## config.mk

```make
export PLATFORM = sky130hd
export DESIGN_NAME = multicycle_sequencer
export DESIGN_NICKNAME = d
export VERILOG_FILES = /design/src/rtl/multicycle_sequencer_pkg.sv /design/src/rtl/multicycle_sequencer_wait_timer.sv /design/src/rtl/multicycle_sequencer.sv
export SDC_FILE = /design/constraint.sdc
export NUM_CORES = 1
export LEC_CHECK = 0
export BUFFER_PORTS_ARGS = -buffer_cell sky130_fd_sc_hd__buf_4
export CAP_MARGIN = 20
export CORE_MARGIN = 10
export CORE_UTILIZATION = 46
export CTS_CLUSTER_DIAMETER = 200
export DETAILED_ROUTE_END_ITERATION = 7
export PLACE_DENSITY = 0.84
export SLEW_MARGIN = 40
export SYNTH_ARGS = -nofsm -noshare
export SYNTH_HDL_FRONTEND = slang
export SYNTH_HIERARCHICAL = 1
export SYNTH_SLANG_ARGS = --single-unit
```

## constraint.sdc

```tcl
create_clock -name clk -period 2.9 [get_ports clk]
set_clock_uncertainty 0.05 [all_clocks]
set_input_delay 0.29 -clock clk [delete_from_list [all_inputs] [get_ports clk]]
set_output_delay 0.29 -clock clk [all_outputs]
set_load 0.03 [all_outputs]
```

## src/rtl/multicycle_sequencer_pkg.sv

```systemverilog
// Shared types for the multi-cycle control sequencer: state encoding and trap causes.
package multicycle_sequencer_pkg;

    typedef enum logic [2:0] {
        ST_IDLE   = 3'd0,
        ST_FETCH  = 3'd1,
        ST_DECODE = 3'd2,
        ST_EXEC   = 3'd3,
        ST_MEM    = 3'd4,
        ST_WB     = 3'd5,
        ST_TRAP   = 3'd7
    } seq_state_t;

    localparam logic [1:0] CAUSE_NONE    = 2'd0;
    localparam logic [1:0] CAUSE_ILLEGAL = 2'd1;
    localparam logic [1:0] CAUSE_TIMEOUT = 2'd2;

endpackage

```

## src/rtl/multicycle_sequencer_wait_timer.sv

```systemverilog
// Memory-handshake wait counter; flags expiry on the last permitted wait cycle so the
// sequencer lands in TRAP exactly LIMIT cycles after the request went up.
module seq_wait_timer #(
    parameter int LIMIT = 16
) (
    input  logic clk,
    input  logic rst_n,
    input  logic i_active,
    input  logic i_ready,
    output logic o_expired
);
    localparam int W = (LIMIT > 1) ? $clog2(LIMIT) : 1;

    logic [W-1:0] cnt_reg;

    // Any cycle without an outstanding request, or with the handshake completing,
    // restarts the count so every new request begins from zero.
    always_ff @(posedge clk or negedge rst_n) begin
        if (!rst_n) begin
            cnt_reg <= '0;
        end else if (!i_active || i_ready) begin
            cnt_reg <= '0;
        end else begin
            cnt_reg <= cnt_reg + W'(1);
        end
    end

    assign o_expired = i_active && !i_ready && (cnt_reg == W'(LIMIT - 1));

endmodule

```

## src/rtl/multicycle_sequencer.sv

```systemverilog
// Multi-cycle MIPS control sequencer: FETCH/DECODE/EXEC/MEM/WB with a sticky TRAP state.
// Define SEQ_TIMEOUT_EN to bound each memory handshake to TIMEOUT_CYCLES wait cycles.
module multicycle_sequencer
    import multicycle_sequencer_pkg::*;
#(
    parameter int TIMEOUT_CYCLES = 16,
    parameter int CNT_W          = 32
) (
    input  logic             clk,
    input  logic             rst_n,
    input  logic             i_halt,
    input  logic             i_imem_ready,
    input  logic             i_dmem_ready,
    input  logic             i_is_load,
    input  logic             i_is_store,
    input  logic             i_is_branch,
    input  logic             i_br_taken,
    input  logic             i_reg_we,
    input  logic             i_illegal,
    output logic             o_imem_req,
    output logic             o_dmem_req,
    output logic             o_dmem_we,
    output logic             o_ir_we,
    output logic             o_pc_inc,
    output logic             o_pc_br_we,
    output logic             o_rf_we,
    output logic [2:0]       o_state,
    output logic             o_trap,
    output logic [1:0]       o_trap_cause,
    output logic [CNT_W-1:0] o_instret
);

    seq_state_t       state_reg, state_next;
    logic             req_hold_reg;
    logic             mem_store_reg, mem_store_next;
    logic [1:0]       cause_reg, cause_next;
    logic [CNT_W-1:0] instret_reg;

    logic imem_req_c, dmem_req_c;
    logic ir_we_c, pc_inc_c, pc_br_we_c, rf_we_c;
    logic timeout_expired;
    logic retire;

    // Once a fetch request is up it is held through halt until the memory accepts it.
    assign imem_req_c = (state_reg == ST_FETCH) && (req_hold_reg || !i_halt);
    assign dmem_req_c = (state_reg == ST_MEM);

`ifdef SEQ_TIMEOUT_EN
    logic wait_active, wait_ready;

    assign wait_active = imem_req_c || dmem_req_c;
    assign wait_ready  = (state_reg == ST_MEM) ? i_dmem_ready : i_imem_ready;

    seq_wait_timer #(
        .LIMIT(TIMEOUT_CYCLES)
    ) u_wait_timer (
        .clk      (clk),
        .rst_n    (rst_n),
        .i_active (wait_active),
        .i_ready  (wait_ready),
        .o_expired(timeout_expired)
    );
`else
    // No timer: handshakes wait forever.
    assign timeout_expired = 1'b0 & (TIMEOUT_CYCLES != 0);
`endif

    always_comb begin
        state_next     = state_reg;
        mem_store_next = mem_store_reg;
        cause_next     = cause_reg;
        ir_we_c        = 1'b0;
        pc_inc_c       = 1'b0;
        pc_br_we_c     = 1'b0;
        rf_we_c        = 1'b0;

        case (state_reg)
            ST_IDLE: state_next = ST_FETCH;

            ST_FETCH: begin
                // IR and PC must capture on the accepted beat itself, while fetch data is valid.
                if (imem_req_c && i_imem_ready) begin
                    ir_we_c    = 1'b1;
                    pc_inc_c   = 1'b1;
                    state_next = ST_DECODE;
                end else if (timeout_expired) begin
                    cause_next = CAUSE_TIMEOUT;
                    state_next = ST_TRAP;
                end
            end

            ST_DECODE: begin
                if (i_illegal) begin
                    cause_next = CAUSE_ILLEGAL;
                    state_next = ST_TRAP;
                end else begin
                    state_next = ST_EXEC;
                end
            end

            ST_EXEC: begin
                if (i_is_branch) begin
                    pc_br_we_c = i_br_taken;
                    state_next = i_reg_we ? ST_WB : ST_FETCH;
                end else if (i_is_load || i_is_store) begin
                    mem_store_next = i_is_store;
                    state_next     = ST_MEM;
                end else if (i_reg_we) begin
                    state_next = ST_WB;
                end else begin
                    state_next = ST_FETCH;
                end
            end

            ST_MEM: begin
                if (i_dmem_ready) begin
                    state_next = mem_store_reg ? ST_FETCH : ST_WB;
                end else if (timeout_expired) begin
                    cause_next = CAUSE_TIMEOUT;
                    state_next = ST_TRAP;
                end
            end

            ST_WB: begin
                rf_we_c    = 1'b1;
                state_next = ST_FETCH;
            end

            ST_TRAP: state_next = ST_TRAP;

            default: state_next = ST_IDLE;
        endcase
    end

    assign retire = (state_next == ST_FETCH) &&
                    ((state_reg == ST_DECODE) || (state_reg == ST_EXEC) ||
                     (state_reg == ST_MEM)    || (state_reg == ST_WB));

    always_ff @(posedge clk or negedge rst_n) begin
        if (!rst_n) begin
            state_reg     <= ST_IDLE;
            req_hold_reg  <= 1'b0;
            mem_store_reg <= 1'b0;
            cause_reg     <= CAUSE_NONE;
            instret_reg   <= '0;
        end else begin
            state_reg     <= state_next;
            req_hold_reg  <= imem_req_c && !i_imem_ready && (state_next == ST_FETCH);
            mem_store_reg <= mem_store_next;
            cause_reg     <= cause_next;
            if (retire) begin
                instret_reg <= instret_reg + CNT_W'(1);
            end
        end
    end

    assign o_imem_req   = imem_req_c;
    assign o_dmem_req   = dmem_req_c;
    assign o_dmem_we    = dmem_req_c && mem_store_reg;
    assign o_ir_we      = ir_we_c;
    assign o_pc_inc     = pc_inc_c;
    assign o_pc_br_we   = pc_br_we_c;
    assign o_rf_we      = rf_we_c;
    assign o_state      = state_reg;
    assign o_trap       = (state_reg == ST_TRAP);
    assign o_trap_cause = cause_reg;
    assign o_instret    = instret_reg;

endmodule

```

==> flow_results.xml <==
<?xml version="1.0" encoding="UTF-8"?>
<metrics>
  <group name="setup_path">
    <metric name="setup.worst_path.end_class" unit="">primary output</metric>
    <metric name="regToRegEndpoint" unit="">o_instret[6]</metric>
    <metric name="critPathArrivalTime" unit="ps">1940</metric>
    <metric name="critPathMaxFanout" unit="">8</metric>
    <metric name="type_of_the_worst_setup_path" unit="">reg2out</metric>
    <metric name="timing.critical_path.from_type" unit="">register</metric>
    <metric name="crit_path_max_incr_delay" unit="ps">600</metric>
    <metric name="worstPathRequired" unit="ps">2560</metric>
    <metric name="critical_path.startpoint" unit="">o_state[0]</metric>
    <metric name="chain_of_cells_forming_the_critical_path" unit="">or2b_1, nor4b_1, buf_4</metric>
    <metric name="critPathSlowestCell" unit="">nor4b_1</metric>
    <metric name="worst-r2r-cell-count" unit="">5</metric>
    <metric name="cp_num_buf_inv" unit="">1</metric>
    <metric name="r2r-start" unit="">o_state[1]</metric>
    <metric name="critical-path-top-delay-family" unit="">simple AND/OR/NAND/NOR gates</metric>
    <metric name="rrSetupSlack" unit="ps">820</metric>
  </group>
  <group name="timing">
    <metric name="timing.final.crit_period" unit="ps">2285</metric>
    <metric name="fin_setup_tns" unit="ps">0</metric>
    <metric name="max_slew_margin" unit="%">54.25</metric>
    <metric name="final_min_period_over_clock_period" unit="%">78.78</metric>
    <metric name="timing.final.max_slew_violations" unit="">0</metric>
    <metric name="rsz_0062_raised_after_global_routing" unit="">false</metric>
    <metric name="holdWs" unit="ps">102.1</metric>
    <metric name="finish_stage_setup_viols" unit="">0</metric>
    <metric name="final-hold-violation-count" unit="">0</metric>
    <metric name="max_slew.worst_pin.slew" unit="ps">676.7</metric>
    <metric name="clock.fmax" unit="MHz">437.7</metric>
  </group>
  <group name="die">
    <metric name="core.rowCount" unit="">23</metric>
    <metric name="initial_core_util" unit="%">48.41</metric>
    <metric name="ioPinCount" unit="">56</metric>
    <metric name="core-area" unit="mm2">0.004086</metric>
    <metric name="die_w" unit="um">85.58</metric>
    <metric name="dieArea" unit="mm2">0.007323</metric>
    <metric name="die-height" unit="um">85.58</metric>
  </group>
  <group name="route">
    <metric name="num_vias" unit="">1489</metric>
    <metric name="initialDrtViolationCount" unit="">93</metric>
    <metric name="final_wirelength" unit="um">4455</metric>
    <metric name="firstDrtPassIters" unit="">4</metric>
    <metric name="wire_per_inst" unit="um">15.36</metric>
    <metric name="drc_errors" unit="">0</metric>
    <metric name="drt-vias-per-instance" unit="">5.134</metric>
    <metric name="ant_nets" unit="">0</metric>
  </group>
  <group name="finish">
    <metric name="max_ffs_per_register" unit="">32</metric>
    <metric name="finish.utilization" unit="%">61.42</metric>
    <metric name="insertedDiodeCount" unit="">0</metric>
    <metric name="area.growth.synth_to_final" unit="%">26.88</metric>
    <metric name="final_cells" unit="">290</metric>
    <metric name="nNetsFinal" unit="">251</metric>
    <metric name="drive_above_1_share" unit="%">35.83</metric>
    <metric name="postLayoutCellArea" unit="mm2">0.002510</metric>
  </group>
  <group name="global_routing">
    <metric name="pin_count_of_the_biggest_net_entering_global_routing" unit="">39</metric>
    <metric name="grt_pass1_wl" unit="um">7452</metric>
    <metric name="antenna_found_initial" unit="">0</metric>
    <metric name="overflow" unit="">0</metric>
    <metric name="grt_util_all_layers" unit="%">12.55</metric>
    <metric name="number_of_global_route_vias_before_repair" unit="">1544</metric>
  </group>
  <group name="placement">
    <metric name="hpwlAfterDp" unit="um">3395</metric>
    <metric name="place.gp.congestion" unit="">0.8002</metric>
    <metric name="placement.cell_area" unit="mm2">0.002405</metric>
    <metric name="place_inst" unit="">281</metric>
    <metric name="port_buffers" unit="">54</metric>
  </group>
  <group name="power_and_ir_drop">
    <metric name="irDropWorstVdd" unit="mV">0.5333</metric>
    <metric name="p_per_area" unit="mW/mm2">685.3</metric>
    <metric name="leakage_power_summed_over_all_cells" unit="nW">1.247</metric>
  </group>
  <group name="min_path">
    <metric name="worstHoldStart" unit="">i_imem_ready</metric>
    <metric name="timing.hold.worst_endpoint" unit="">req_hold_reg</metric>
    <metric name="hold_path.class" unit="">in2reg</metric>
    <metric name="worstHoldPathCells" unit="">2</metric>
  </group>
  <group name="synth">
    <metric name="synth_enable_flop_cells" unit="">0</metric>
    <metric name="synth_cell_types" unit="">42</metric>
    <metric name="seq_total_area_yosys" unit="%">48.07</metric>
    <metric name="netlist_instances" unit="">182</metric>
    <metric name="synth_most_common_cell" unit="">dfrtp_1</metric>
    <metric name="post-synth-top-area-cell" unit="">dfrtp_1</metric>
    <metric name="postSynthNetCount" unit="">194</metric>
    <metric name="ys_warn_count" unit="">6</metric>
    <metric name="syn_area_per_cell" unit="um2">10.87</metric>
    <metric name="synth_top_area_share" unit="%">48.07</metric>
    <metric name="post_synth_instance_area" unit="mm2">0.001978</metric>
    <metric name="ys_async_sr_fraction" unit="%">100.0</metric>
    <metric name="synth_ff_type" unit="">dfrtp_1</metric>
    <metric name="ys_top_cells_by_area" unit="">dfrtp_1, xor2_1, xnor2_1, nor3_2, nand2_1</metric>
    <metric name="post_synth_most_frequent_cells" unit="">dfrtp_1, xor2_1, nand2_1, nor2_1, xnor2_1</metric>
    <metric name="yosys_register_bits" unit="">38</metric>
  </group>
  <group name="clocking">
    <metric name="clockRootBuffer" unit="">clkbuf_8</metric>
    <metric name="tritoncts" unit="">built</metric>
    <metric name="max-clock-path-buffers" unit="">2</metric>
    <metric name="clkSlewWorstSetupHoldPaths" unit="ps">80</metric>
    <metric name="cts-htree-levels" unit="">2</metric>
    <metric name="cts_inserted_buffers" unit="">5</metric>
    <metric name="clock-sinks" unit="">38</metric>
    <metric name="worstSkewPairLatency" unit="ps">300</metric>
  </group>
  <group name="run_status">
    <metric name="status" unit="">finished clean</metric>
  </group>
  <group name="run">
    <metric name="maxCapViolations" unit="">0</metric>
  </group>
</metrics>
-- metal layers --
layer | wire length (um) | vias to the layer above | GRT usage, %
li1 | - | 744 | -
met1 | 1941 | 698 | 14.83
met2 | 2057 | 42 | 18.73
met3 | 372 | 5 | 5.866
met4 | 82 | 0 | 6.138
met5 | 0 | - | 0
-- layout make-up --
| type | count | area, um2 |
|---|---|---|
| fillers | 376 | 1577 |
| inverters | 6 | 22.52 |
| multi-input cells | 133 | 963.4 |
| well taps | 50 | 62.56 |
| clock buffers | 6 | 82.58 |
| repair buffers | 55 | 415.4 |
| flip-flops and latches | 38 | 950.9 |
| clock inverters | 2 | 12.51 |
-- worst register-to-register path: stages (launching register included) --
cell	delay (ps)
dfrtp_1	500
and4bb_1	280
a211oi_4	340
nand4_4	290
or2_2	380
xnor2_1	120
-- repair_timing --
| action | 4_1_cts | 5_1_grt |
|---|---|---|
| buffers inserted | 0 | 0 |
| hold buffers | 1 | 0 |
| resized for setup | 0 | 0 |
| endpoints found under the hold margin | 38 | 0 |
-- kinds of logic after synthesis --
kind of cell | after synthesis | synth area share [%]
multiplexers | 2 | 1.138
other | 1 | 0.1896
buffers and inverters | 11 | 3.226
XOR/XNOR | 31 | 13.73
flip-flops | 38 | 48.07
adder cells (fa/ha/maj) | 1 | 0.6324
AO/OA/AOI/OAI | 8 | 4.048
AND/OR/NAND/NOR | 90 | 28.97
-- power breakdown --
group | total [W] | internal (W) | switching, W
combinational | 0.000619 | 0.000237 | 0.000382
sequential | 0.000712 | 0.000600 | 0.000112
clock | 0.000388 | 0.000191 | 0.000197
-- how the worst max path moves through the flow --
stage,to,slack [ps],cells past startpoint
floorplan,o_pc_inc,80,3
global placement,o_instret[6],880,5
detailed placement,o_instret[6],820,5
CTS,o_pc_inc,580,3
global route,o_ir_we,470,3
finish,o_pc_inc,620,3
-- cells in the final DEF (no fill, tap or decap), types with 2 or more instances in the layout --
cell type	netlist	final
nand2b_1	2	2
nor2_1	15	15
dfrtp_1	38	38
and2_1	2	2
a21oi_1	3	3
nand4_1	7	7
xnor2_1	10	10
or2_2	4	4
nor4_1	6	6
nand2_1	15	15
nor3_2	6	6
nand3_1	8	8
nand3_2	2	2
clkbuf_8	0	6
nor3_1	7	7
xor2_1	21	21
inv_1	6	6
mux2_2	2	2
buf_4	4	54
-- through the flow --
stage               setup slack, ps  power, W
finish                        615.3  0.001720
global route                  473.5  0.001815
CTS                           581.6  0.001743
detailed placement            824.7  0.001351
global placement              884.8  0.001336
floorplan                     79.96  0.001146
Power figures use the tool's default switching activity.
